<file path="src/rtl/oled_glyph_writer.sv">
// oled_glyph_writer: draws one font glyph onto an SSD1306-style page-addressed OLED.
// For each of the two pages the glyph covers, it sends a page command and two
// column commands, then W data bytes fetched from an external font ROM with a
// one-cycle read latency.
module oled_glyph_writer (
  input  logic       sys_clk,
  input  logic       rst_n,
  input  logic       req_valid,
  output logic       req_ready,
  input  logic [5:0] req_font_sel,
  input  logic       req_wide,
  input  logic [2:0] req_page,
  input  logic [6:0] req_col,
  output logic [5:0] font_sel,
  output logic       font_row,
  output logic [8:0] index,
  input  logic [7:0] font_data,
  output logic       tx_valid,
  input  logic       tx_ready,
  output logic       tx_dc,
  output logic [7:0] tx_byte,
  output logic       busy,
  output logic       done
);

  typedef enum logic [2:0] {
    IDLE, CMD_PAGE, CMD_COLL, CMD_COLH, FETCH, LATCH, SEND, DONE
  } state_t;

  state_t     state_reg, state_next;
  logic [2:0] page_reg, page_next;
  logic [6:0] col_reg, col_next;
  logic       wide_reg, wide_next;
  logic       row_reg, row_next;
  logic [3:0] idx_reg, idx_next;
  logic [5:0] sel_reg, sel_next;
  logic [7:0] byte_reg, byte_next;
  logic       dc_reg, dc_next;
  logic [3:0] last_idx;

  // Index of the final data byte in a row: 7 for ASCII, 15 for CJK.
  assign last_idx = wide_reg ? 4'd15 : 4'd7;

  // ROM address and transmit byte come straight from registers so they stay
  // stable across ROM latency and transmitter stalls.
  assign font_sel = sel_reg;
  assign font_row = row_reg;
  assign index    = {5'd0, idx_reg};
  assign tx_byte  = byte_reg;
  assign tx_dc    = dc_reg;

  // State and datapath registers; async reset returns everything to idle zeros.
  always_ff @(posedge sys_clk or negedge rst_n) begin
    if (!rst_n) begin
      state_reg <= IDLE;
      page_reg  <= 3'd0;
      col_reg   <= 7'd0;
      wide_reg  <= 1'b0;
      row_reg   <= 1'b0;
      idx_reg   <= 4'd0;
      sel_reg   <= 6'd0;
      byte_reg  <= 8'h00;
      dc_reg    <= 1'b0;
    end else begin
      state_reg <= state_next;
      page_reg  <= page_next;
      col_reg   <= col_next;
      wide_reg  <= wide_next;
      row_reg   <= row_next;
      idx_reg   <= idx_next;
      sel_reg   <= sel_next;
      byte_reg  <= byte_next;
      dc_reg    <= dc_next;
    end
  end

  // Next-state logic; each outgoing byte is loaded on the edge that enters its
  // state, so tx_byte/tx_dc only change after a transfer has completed.
  always_comb begin
    state_next = state_reg;
    page_next  = page_reg;
    col_next   = col_reg;
    wide_next  = wide_reg;
    row_next   = row_reg;
    idx_next   = idx_reg;
    sel_next   = sel_reg;
    byte_next  = byte_reg;
    dc_next    = dc_reg;
    req_ready  = 1'b0;
    tx_valid   = 1'b0;
    busy       = 1'b1;
    done       = 1'b0;
    case (state_reg)
      IDLE: begin
        req_ready = 1'b1;
        busy      = 1'b0;
        if (req_valid) begin
          sel_next   = req_font_sel;
          wide_next  = req_wide;
          page_next  = req_page;
          col_next   = req_col;
          row_next   = 1'b0;
          idx_next   = 4'd0;
          byte_next  = {5'b10110, req_page};
          dc_next    = 1'b0;
          state_next = CMD_PAGE;
        end
      end
      CMD_PAGE: begin
        tx_valid = 1'b1;
        if (tx_ready) begin
          byte_next  = {4'h0, col_reg[3:0]};
          state_next = CMD_COLL;
        end
      end
      CMD_COLL: begin
        tx_valid = 1'b1;
        if (tx_ready) begin
          byte_next  = {5'b00010, col_reg[6:4]};
          state_next = CMD_COLH;
        end
      end
      CMD_COLH: begin
        tx_valid = 1'b1;
        if (tx_ready) begin
          idx_next   = 4'd0;
          state_next = FETCH;
        end
      end
      FETCH: begin
        state_next = LATCH;
      end
      LATCH: begin
        byte_next  = font_data;
        dc_next    = 1'b1;
        state_next = SEND;
      end
      SEND: begin
        tx_valid = 1'b1;
        if (tx_ready) begin
          if (idx_reg == last_idx) begin
            if (row_reg) begin
              state_next = DONE;
            end else begin
              // Bottom page wraps within 3 bits; column commands repeat unchanged.
              row_next   = 1'b1;
              byte_next  = {5'b10110, page_reg + 3'd1};
              dc_next    = 1'b0;
              state_next = CMD_PAGE;
            end
          end else begin
            idx_next   = idx_reg + 4'd1;
            state_next = FETCH;
          end
        end
      end
      DONE: begin
        done       = 1'b1;
        state_next = IDLE;
      end
      default: begin
        state_next = IDLE;
      end
    endcase
  end

endmodule
</file>
<file path="config.mk">
export PLATFORM = sky130hd
export DESIGN_NAME = oled_glyph_writer
export DESIGN_NICKNAME = d
export VERILOG_FILES = /design/src/rtl/oled_glyph_writer.sv
export SDC_FILE = /design/constraint.sdc
export NUM_CORES = 1
export LEC_CHECK = 0
export CAP_MARGIN = 25
export CORE_ASPECT_RATIO = 0.6
export CORE_UTILIZATION = 60
export CTS_CLUSTER_SIZE = 24
export DETAILED_ROUTE_END_ITERATION = 12
export DONT_BUFFER_PORTS = 1
export PLACE_DENSITY = 0.76
export SLEW_MARGIN = 20
export SYNTH_ARGS = -nofsm -noshare
export SYNTH_HDL_FRONTEND = slang
export SYNTH_SLANG_ARGS = --single-unit
</file>
<file path="constraint.sdc">
create_clock -name sys_clk -period 3.48 [get_ports sys_clk]
set_clock_uncertainty 0.2 [all_clocks]
set_input_delay 0.522 -clock sys_clk [delete_from_list [all_inputs] [get_ports sys_clk]]
set_output_delay 0.522 -clock sys_clk [all_outputs]
set_load 0.05 [all_outputs]
</file>
==> flow_summary.yaml <==
run_status:
  status: "complete, no violations"
clocking:
  root_buffer: "clkbuf_8"
  clk_latency_ns: 0.28
  cts.clk_slew.worst_paths_ns: 0.07
  cts_hold_buffers: 2
  cts_buffers: 5
  ctsResizeCount: 0
  post-cts-setup-buffers: 0
  cts.sinks: 34
  htree_levels: 2
  cts_tree: "done"
  max-clock-path-buffers: 2
synthesis:
  async_flop_share_pct: 100.0
  synth_area_um2: 1844
  ys_seq_area_share_pct: 46.13
  synth_seq_cells: 34
  yosysWarnings: 0
  synthCells: 191
  synth_flop_cell: "dfrtp_1"
  syn_area_per_cell_um2: 9.656
  synth_edf_count: 0
  synth_cell_types: 44
global_route:
  antenna_found_initial: 0
  grt_max_degree: 35
  grt_pass1_vias: 1272
  grt_use_total_pct: 24.89
  grt_pass1_wl_um: 5961
  overflow: 0
timing:
  rsz0062_at_grt: "no"
  fin_tns_setup_ns: 0
  relSlewSlack_pct: 50.09
  fmax_ghz: 0.3569
  post-route-period-util_pct: 80.52
  hold_viol: 0
  fin_crit_ns: 2.802
  setup_viol: 0
  worstMarginPinSlew_ns: 0.7486
  drv_slew: 0
floorplanning:
  die_w_um: 73.58
  start_util_pct: 63.81
  core_area_um2: 2890
  die_h_um: 44.95
  die_area_um2: 3307
  io_pins: 58
  rows: 15
worst_setup_path:
  cpPeakStageDelay_ns: 0.71
  r2r.worst_path.cells: 5
  cp-startpoint: "state_reg[1]"
  path_buf_inv: 1
  r2r_start: "state_reg[1]"
  cp_max_fo: 29
  cp-start-kind: "flip-flop"
  crit_type: "reg -> out"
  crit_end: "req_ready"
  reg2reg_slack_ns: 1.01
  r2r_end: "tx_byte[7]"
  crit_slowest_cell: "or3_1"
  worstPathRequired_ns: 2.76
  crit_family: "simple AND/OR/NAND/NOR gates"
  crit_path_end_kind: "output port"
  path_cells: "or3_1 -> inv_1"
  worst-path-stages: 2
  crit_arrival_ns: 2.08
cells_and_area:
  antenna_cells: 0
  utilization_pct: 68.23
  drive_gt1_share_pct: 15.63
  largest_register_ffs: 8
  final_nets: 222
  area_growth_syn_to_layout_pct: 6.920
  most-common-layout-cells: "nand2_1, dfrtp_1, nor2_1, a21oi_1"
  final_common_cell: "nand2_1"
  final_cells: 234
place:
  port_buffers: 0
  dp_hpwl_um: 2728
  gp_congestion: 0.8587
  dp.cells: 224
job:
  drv_cap: 0
pwr:
  p_leak_nw: 0.9603
  power.density_cell_area_nw_per_um2: 1140
  irDropWorstVdd_v: 0.0005962
drt:
  drt_first_pass_iters: 4
  drc: 0
  routed_wl_um: 3828
  drtIter0Drc: 144
  route.vias.total: 1408
  viasPerCell: 6.017
  drtAntennaViolNets: 0
  routedWlPerCell_um: 16.36
worst_hold_path:
  hp-class: "in -> reg"
  min_path_cells: 2
-- cell families (layout without fill, tap and decap cells) --
kind of cell,after synthesis,after routing,share of synthesized area (%)
and+or+nand+nor,74,74,18.86
DFF,34,34,46.13
AOI/OAI and AO/OA,32,32,12.69
buffers and inverters,25,22,6.784
muxes,20,20,12.48
adders and majority gates,3,3,1.899
xor gates and xnor gates,2,2,0.9500
other,1,5,0.2033
-- how the worst min path moves through the flow --
stage          startpoint          to
2_1_floorplan       rst_n  col_reg[0]
3_3_place_gp        rst_n  tx_byte[5]
3_5_place_dp        rst_n  tx_byte[7]
4_1_cts        req_col[4]  col_reg[4]
5_1_grt        req_col[3]  col_reg[3]
6_report       req_col[4]  col_reg[4]
-- routing by layer --
metal / vias to the layer above / part of all wire [%] / wire length (um) / track usage [%]
met1: 664 / 42 / 1597 / 32.61
met2: 77 / 47 / 1803 / 38.90
met3: 13 / 9.1 / 349 / 8.036
met4: 0 / 2.0 / 78 / 10.00
li1: 654 / - / - / -
met5: - / 0 / 0 / 0
-- Yosys cell counts, types with 3 or more instances --
library cell / n / area (um^2)
nor3_1: 4 / 20.02
mux2_2: 8 / 90.09
clkbuf_1: 6 / 22.52
o22ai_1: 3 / 18.77
dfrtp_1: 34 / 850.8
a21oi_1: 10 / 50.05
nand2_1: 39 / 146.4
buf_4: 5 / 37.54
mux2_4: 4 / 60.06
mux2i_1: 8 / 80.08
nor2_1: 11 / 41.29
o21ai_0: 4 / 20.02
buf_2: 4 / 20.02
and3_1: 4 / 25.02
inv_1: 8 / 30.03
nand2b_1: 5 / 31.28
-- metrics by stage --
step	hold slack (ns)	area [um^2]	power [W]	setup WS, ns
after global routing	0.1456	1972	0.002379	0.6069
after CTS	0.1336	1972	0.002249	0.6806
after floorplan	0.02641	1859	0.001782	0.9150
after detailed placement	0.02688	1847	0.001934	0.9944
after global placement	0.02689	1847	0.001876	1.015
final	0.1384	1972	0.002248	0.6779
-- worst register-to-register path: cells and delay by family (launching register included) --
kind	cells	cell delay [ns]
mux	1	0.34
compound gates	2	0.53
buf+inv	1	0.24
simple gates	1	0.23
flops	1	0.83
-- where the power goes --
group | total, W | internal (W) | leakage (nW) | switching [W]
Combinational | 0.000825 | 0.000369 | 0.498 | 0.000456
Clock | 0.000302 | 0.000159 | 0.0472 | 0.000143
Sequential | 0.00112 | 0.000566 | 0.415 | 0.000555
-- cell type report --
type	count	area, um^2
timing repair buffer	6	60.06
tap	42	52.55
clock buffer	6	82.58
clock inverter	2	12.51
multi-input combinational	136	883.3
sequential	34	850.8
fill	212	918.4
inverter	8	30.03
Note: power is estimated with default switching activity, not from simulation.
==> edit 1: new RTL, same flow settings <==
Make the reset (`rst_n`) synchronous in one clocked block. Comments in the files are not updated.
--- a/src/rtl/oled_glyph_writer.sv
+++ b/src/rtl/oled_glyph_writer.sv
@@ -50,7 +50,7 @@
   assign tx_dc    = dc_reg;
 
   // State and datapath registers; async reset returns everything to idle zeros.
-  always_ff @(posedge sys_clk or negedge rst_n) begin
+  always_ff @(posedge sys_clk) begin
     if (!rst_n) begin
       state_reg <= IDLE;
       page_reg  <= 3'd0;
Formal check against the unedited RTL: differs if rst_n is asserted again (counterexample within 4 cycles, from zero or initial values and one cycle with rst_n low); with rst_n held inactive, the same outputs for 10 cycles.
==> edit 1 against the unedited design <==
Critical endpoint unchanged. Design area down 7.7%. Critical path depth unchanged. Wire length up 13%. Critical path type unchanged. Synthesized area down 3.7%. Worst setup slack better by 0.058 ns. Sequential cell count unchanged.
Power is not compared: it rests on default switching activity, and its combinational part moved more than twofold at a synthesized area within 25%.
==> edit 1: results (changes against the unedited design) <==
Min path
  – Worst Hold Path EP: state_reg[1]
  – Cell count of the worst hold path: 1 (-1)
  – Hold_sp: rst_n
  – Worst Hold Class: input port to flop

GRT
  – First-pass GRT wire length: 6.672 mm (+12%)
  – Largest net degree at the start of global routing: 30 (-14%)
  – GRT Resource Usage Total: 28.57% (+3.7 points)
  – Initial antenna violation count: 0 (unchanged)
  – Vias in the first global route: 1,347 (+5.9%)

Place
  – Dpl ws: 1.037 ns (+0.04238 ns)
  – Gpl congestion: 0.8828 (+2.8%)
  – Port Buffers: 0 (unchanged)
  – DP Wirelength: 3.059 mm (+12%)
  – DP Cell Count: 239 (+6.7%)
  – Placed Area: 0.001738 mm^2 (-5.9%)

Synthesis
  – Post-synth top cells: nand2_1, dfxtp_1, a21oi_1, buf_4, nor2_1
  – Gate Count Post-Synth: 212 (+11%)
  – Post-synth ARST share: 0% (-100 points)
  – Number of synthesized flops with an enable pin: 0 (unchanged)
  – Top cells by area, synth: dfxtp_1, nand2_1, a21oi_1
  – Cell variety after synth: 51 (+16%)
  – Syn. warnings: 0 (unchanged)
  – Register area share after synthesis: 38.34% (-7.8 points)

Clocking
  – Root Buffer: clkbuf_8
  – Clock Latency Late Sink: 0.28 ns (about the same)
  – CTS H-tree depth: 2 (unchanged)
  – Post-CTS Setup Bufs: 0 (unchanged)
  – Clock Pin Slew Worst Setup and Hold Paths: 0.06 ns
  – Post-CTS resize count: 0 (unchanged)
  – Longest Clk Path Bufs: 2 (unchanged)
  – TritonCTS buffer count: 5 (unchanged)

Pwr
  – Leakage: 0.6694 nW
  – VDD IR max: 0.3260 mV

Cells and area
  – Max reg flops: 8 (unchanged)
  – Fill cells: 205 (-3.3%)
  – N_diodes: 0 (unchanged)
  – Share of cells above drive strength 1: 8.780% (-6.8 points)
  – Final core occ: 68.83% (+0.60 points)
  – Fin cells: 245 (+4.7%)

Critical path
  – R2R cell count: 5 (unchanged)
  – FF-to-FF setup slack: 0.95 ns (-0.06 ns)
  – WP data arrival: 2.02 ns (-0.06 ns)
  – Reg2reg end: tx_byte[2]
  – Critical path peak fanout: 21 (-28%)
  – R2R Path Start: idx_reg[0]

Route
  – Routed Wire Length: 4.344 mm (+13%)
  – DR iter-0 viols: 93 (-35%)
  – First-pass DRT Iterations: 4 (unchanged)
  – Mean number of vias per cell: 6.306 (+4.8%)

Status
  – Outcome: finished, final reports clean

STA
  – Worst slew pin tran: 0.9365 ns (+0.1879 ns)
  – Fin Hold WS: 0.1572 ns (+0.01882 ns)
[edit 1: cell count changes after synthesis, moves of 4 or more]
cell and delta:
dfrtp_1 -34, dfxtp_1 +34, a21oi_1 +19, mux2_2 -7
a31oi_1 +6, a211oi_1 +5, mux2i_1 -5, mux2_4 -4
nand3_1 +4, nor3_1 -4
[edit 1: layout make-up]
cell class,count,area share [%]
multi-input cells,158,53.47
flip-flops and latches,34,37.39
clock buffers,6,4.536
well taps,40,2.749
inverters,5,1.031
repair buffers,2,0.8247
[edit 1: critical path, stage by stage, from the launching register on]
cell and delay, ns:
dfxtp_1 0.80, or3_1 0.56, inv_1 0.37
[edit 1: kinds of logic after synthesis]
group                    count (synthesis)  share of synthesized area (%)
flip-flops                              34                          38.34
multiplexers                             4                          2.326
other                                    1                         0.2112
XOR/XNOR                                 2                          1.410
AND/OR/NAND/NOR                         75                          21.78
AO/OA/AOI/OAI                           70                          26.85
buffers and inverters                   24                          7.681
adder cells (fa/ha/maj)                  2                          1.409
[edit 1: worst max-delay path by stage]
stage | slack, ns | cells past startpoint | startpoint | endpoint
detailed placement | 1.04 | 5 | idx_reg[0] | tx_byte[1]
finish | 0.74 | 2 | state_reg[1] | req_ready
global placement | 1.09 | 2 | state_reg[1] | req_ready
global route | 0.65 | 2 | state_reg[1] | req_ready
floorplan | 1.10 | 4 | state_reg[1] | req_ready
CTS | 0.74 | 2 | state_reg[1] | req_ready
[edit 1: power breakdown]
part           internal, mW  switching, mW
Combinational        0.0532          0.116
Sequential            0.418         0.0889
Clock                 0.152          0.130
Total                 0.624          0.335
[edit 1: metal layers]
layer / part of all wire (%) / GRT usage (%)
met1: 44 / 39.83
met3: 13 / 12.07
met2: 41 / 38.88
met4: 1.5 / 11.37
met5: 0 / 0
==> edit 2: new RTL, same flow settings <==
Made on the original files. `byte_reg` no longer has a reset.
--- a/src/rtl/oled_glyph_writer.sv
+++ b/src/rtl/oled_glyph_writer.sv
@@ -59,7 +59,6 @@
       row_reg   <= 1'b0;
       idx_reg   <= 4'd0;
       sel_reg   <= 6'd0;
-      byte_reg  <= 8'h00;
       dc_reg    <= 1'b0;
     end else begin
       state_reg <= state_next;
@@ -69,9 +68,12 @@
       row_reg   <= row_next;
       idx_reg   <= idx_next;
       sel_reg   <= sel_next;
-      byte_reg  <= byte_next;
       dc_reg    <= dc_next;
     end
+  end
+
+  always_ff @(posedge sys_clk) begin
+    byte_reg <= byte_next;
   end
 
   // Next-state logic; each outgoing byte is loaded on the edge that enters its
Behaviour: not the same (Yosys sat finds a counterexample within 4 cycles, from zero or initial values and one cycle with rst_n low).
==> edit 2 against the unedited design <==
Synthesized area is 4.2% lower. Worst setup slack better by 0.088 ns. Maximum frequency is 3.3% higher. Count of clock-buffer cells in the layout is 1 higher. Design area is 4.2% lower. Power is 3.4% lower. Wire length is 3.6% lower. Sequential cell count stayed put.
==> edit 2: results (changes against the unedited design) <==
Synthesis
  – Top cells by area, synth: dfrtp_1, edfxtp_1, mux2_1
  – Post-synth ARST share: 76.47% (-24 points)
  – Mean Syn Cell Area: 11.78 um^2 (+22%)
  – Post-synthesis adder-cell area fraction: 1.416% (-0.48 points)
  – Post-synth top cells: dfrtp_1, mux2_1, edfxtp_1, buf_4, nand2_1
  – Number of synthesized flops with an enable pin: 8 (+8)
  – Post-synthesis mux area share: 13.60% (+1.1 points)
  – Synth Area in XOR/XNOR: 1.416% (+0.47 points)
  – Register area share after synthesis: 50.42% (+4.3 points)
  – Post-synthesis compound-gate area fraction: 12.32% (-0.36 points)

Route
  – Routed via count: 1,221 (-13%)
  – Met2 wire length: 1.591 mm (-12%)
  – DR iter-0 viols: 195 (+35%)
  – Met3 wire len: 403 um (+15%)
  – Wire length per cell: 19.13 um (+17%)
  – WL met1: 1.642 mm (+2.8%)

Pwr
  – VDD IR max: 0.5869 mV (-1.6%)
  – Leakage: 0.8170 nW (-15%)
  – Net Sw Power: 1.099 mW (-4.8%)

Critical path
  – CP max stage delay: 0.69 ns (-0.02 ns)
  – Critical path peak fanout: 19 (-34%)
  – WP data arrival: 1.99 ns (-0.09 ns)

GRT
  – First-pass GRT wire length: 5.885 mm (-1.3%)
  – GR Util met3: 9.795% (+1.8 points)
  – Vias in the first global route: 1,127 (-11%)
  – Met2 Use GR: 36.79% (-2.1 points)
  – GRT Resource Usage Total: 25.71% (+0.82 points)
  – Routing usage on met1: 36.93% (+4.3 points)

Place
  – DP Cell Count: 183 (-18%)
  – Dpl ws: 1.096 ns (+0.1017 ns)
  – Placed Area: 0.001768 mm^2 (-4.3%)
  – DP Wirelength: 2.700 mm (-1.0%)
  – Gpl congestion: 0.8726 (+1.6%)

Clocking
  – Longest Clk Path Bufs: 2 (unchanged)
  – TritonCTS buffer count: 5 (unchanged)
  – Cts hold-fix bufs: 2 (unchanged)
  – Root Buffer: clkbuf_8
  – Post-CTS resize count: 0 (unchanged)

Cells and area
  – Fin cells: 193 (-18%)
  – Share of cells above drive strength 1: 9.804% (-5.8 points)

Status
  – Outcome: finished, final reports clean
==> edit 2: cell types whose count changed after synthesis, moves of 4 or more <==
| cell | delta |
|---|---|
| nand2_1 | -32 |
| clkbuf_1 | -5 |
| nor2b_1 | +5 |
| a21oi_1 | -7 |
| dfrtp_1 | -8 |
| mux2_4 | -4 |
| mux2_2 | -8 |
| mux2_1 | +16 |
| edfxtp_1 | +8 |
| nor2_1 | -5 |
==> edit 2: layout make-up <==
class,count,area (um^2)
sequential,34,890.9
multi-input combinational,101,785.8
fill,194,755.7
clock buffer,7,86.33
timing repair buffer,5,52.55
tap,40,50.05
inverter,5,18.77
clock inverter,1,5.005
==> edit 2: final timing paths <==
| check | from | endpoint | slack, ns | depth (start not counted) |
|---|---|---|---|---|
| min in group asynchronous | rst_n | col_reg[0] | 0.47 | 2 |
| setup reg to reg | idx_reg[0] | tx_byte[6] | 1.10 | 4 |
| max in group asynchronous | rst_n | idx_reg[3] | 2.45 | 2 |
| setup / recovery | state_reg[1] | req_ready | 0.77 | 2 |
| hold / removal | req_col[4] | col_reg[4] | 0.18 | 1 |
| hold reg to reg | col_reg[4] | col_reg[4] | 0.29 | 1 |
==> edit 2: logic make-up after synthesis <==
group | after synthesis
and+or+nand+nor | 41
DFF | 34
AOI/OAI and AO/OA | 29
muxes | 22
buffers and inverters | 19
adders and majority gates | 2
xor gates and xnor gates | 2
other | 1
==> edit 2: power groups by stage <==
| stage | sequential (mW) | clock, mW | combinational (mW) |
|---|---|---|---|
| 6_report | 1.18 | 0.294 | 0.695 |
| 5_1_grt | 1.21 | 0.314 | 0.751 |
| 4_1_cts | 1.18 | 0.297 | 0.691 |
| 3_5_place_dp | 1.19 | 0 | 0.674 |
| 3_3_place_gp | 1.18 | 0 | 0.649 |
| 2_1_floorplan | 1.10 | 0 | 0.609 |
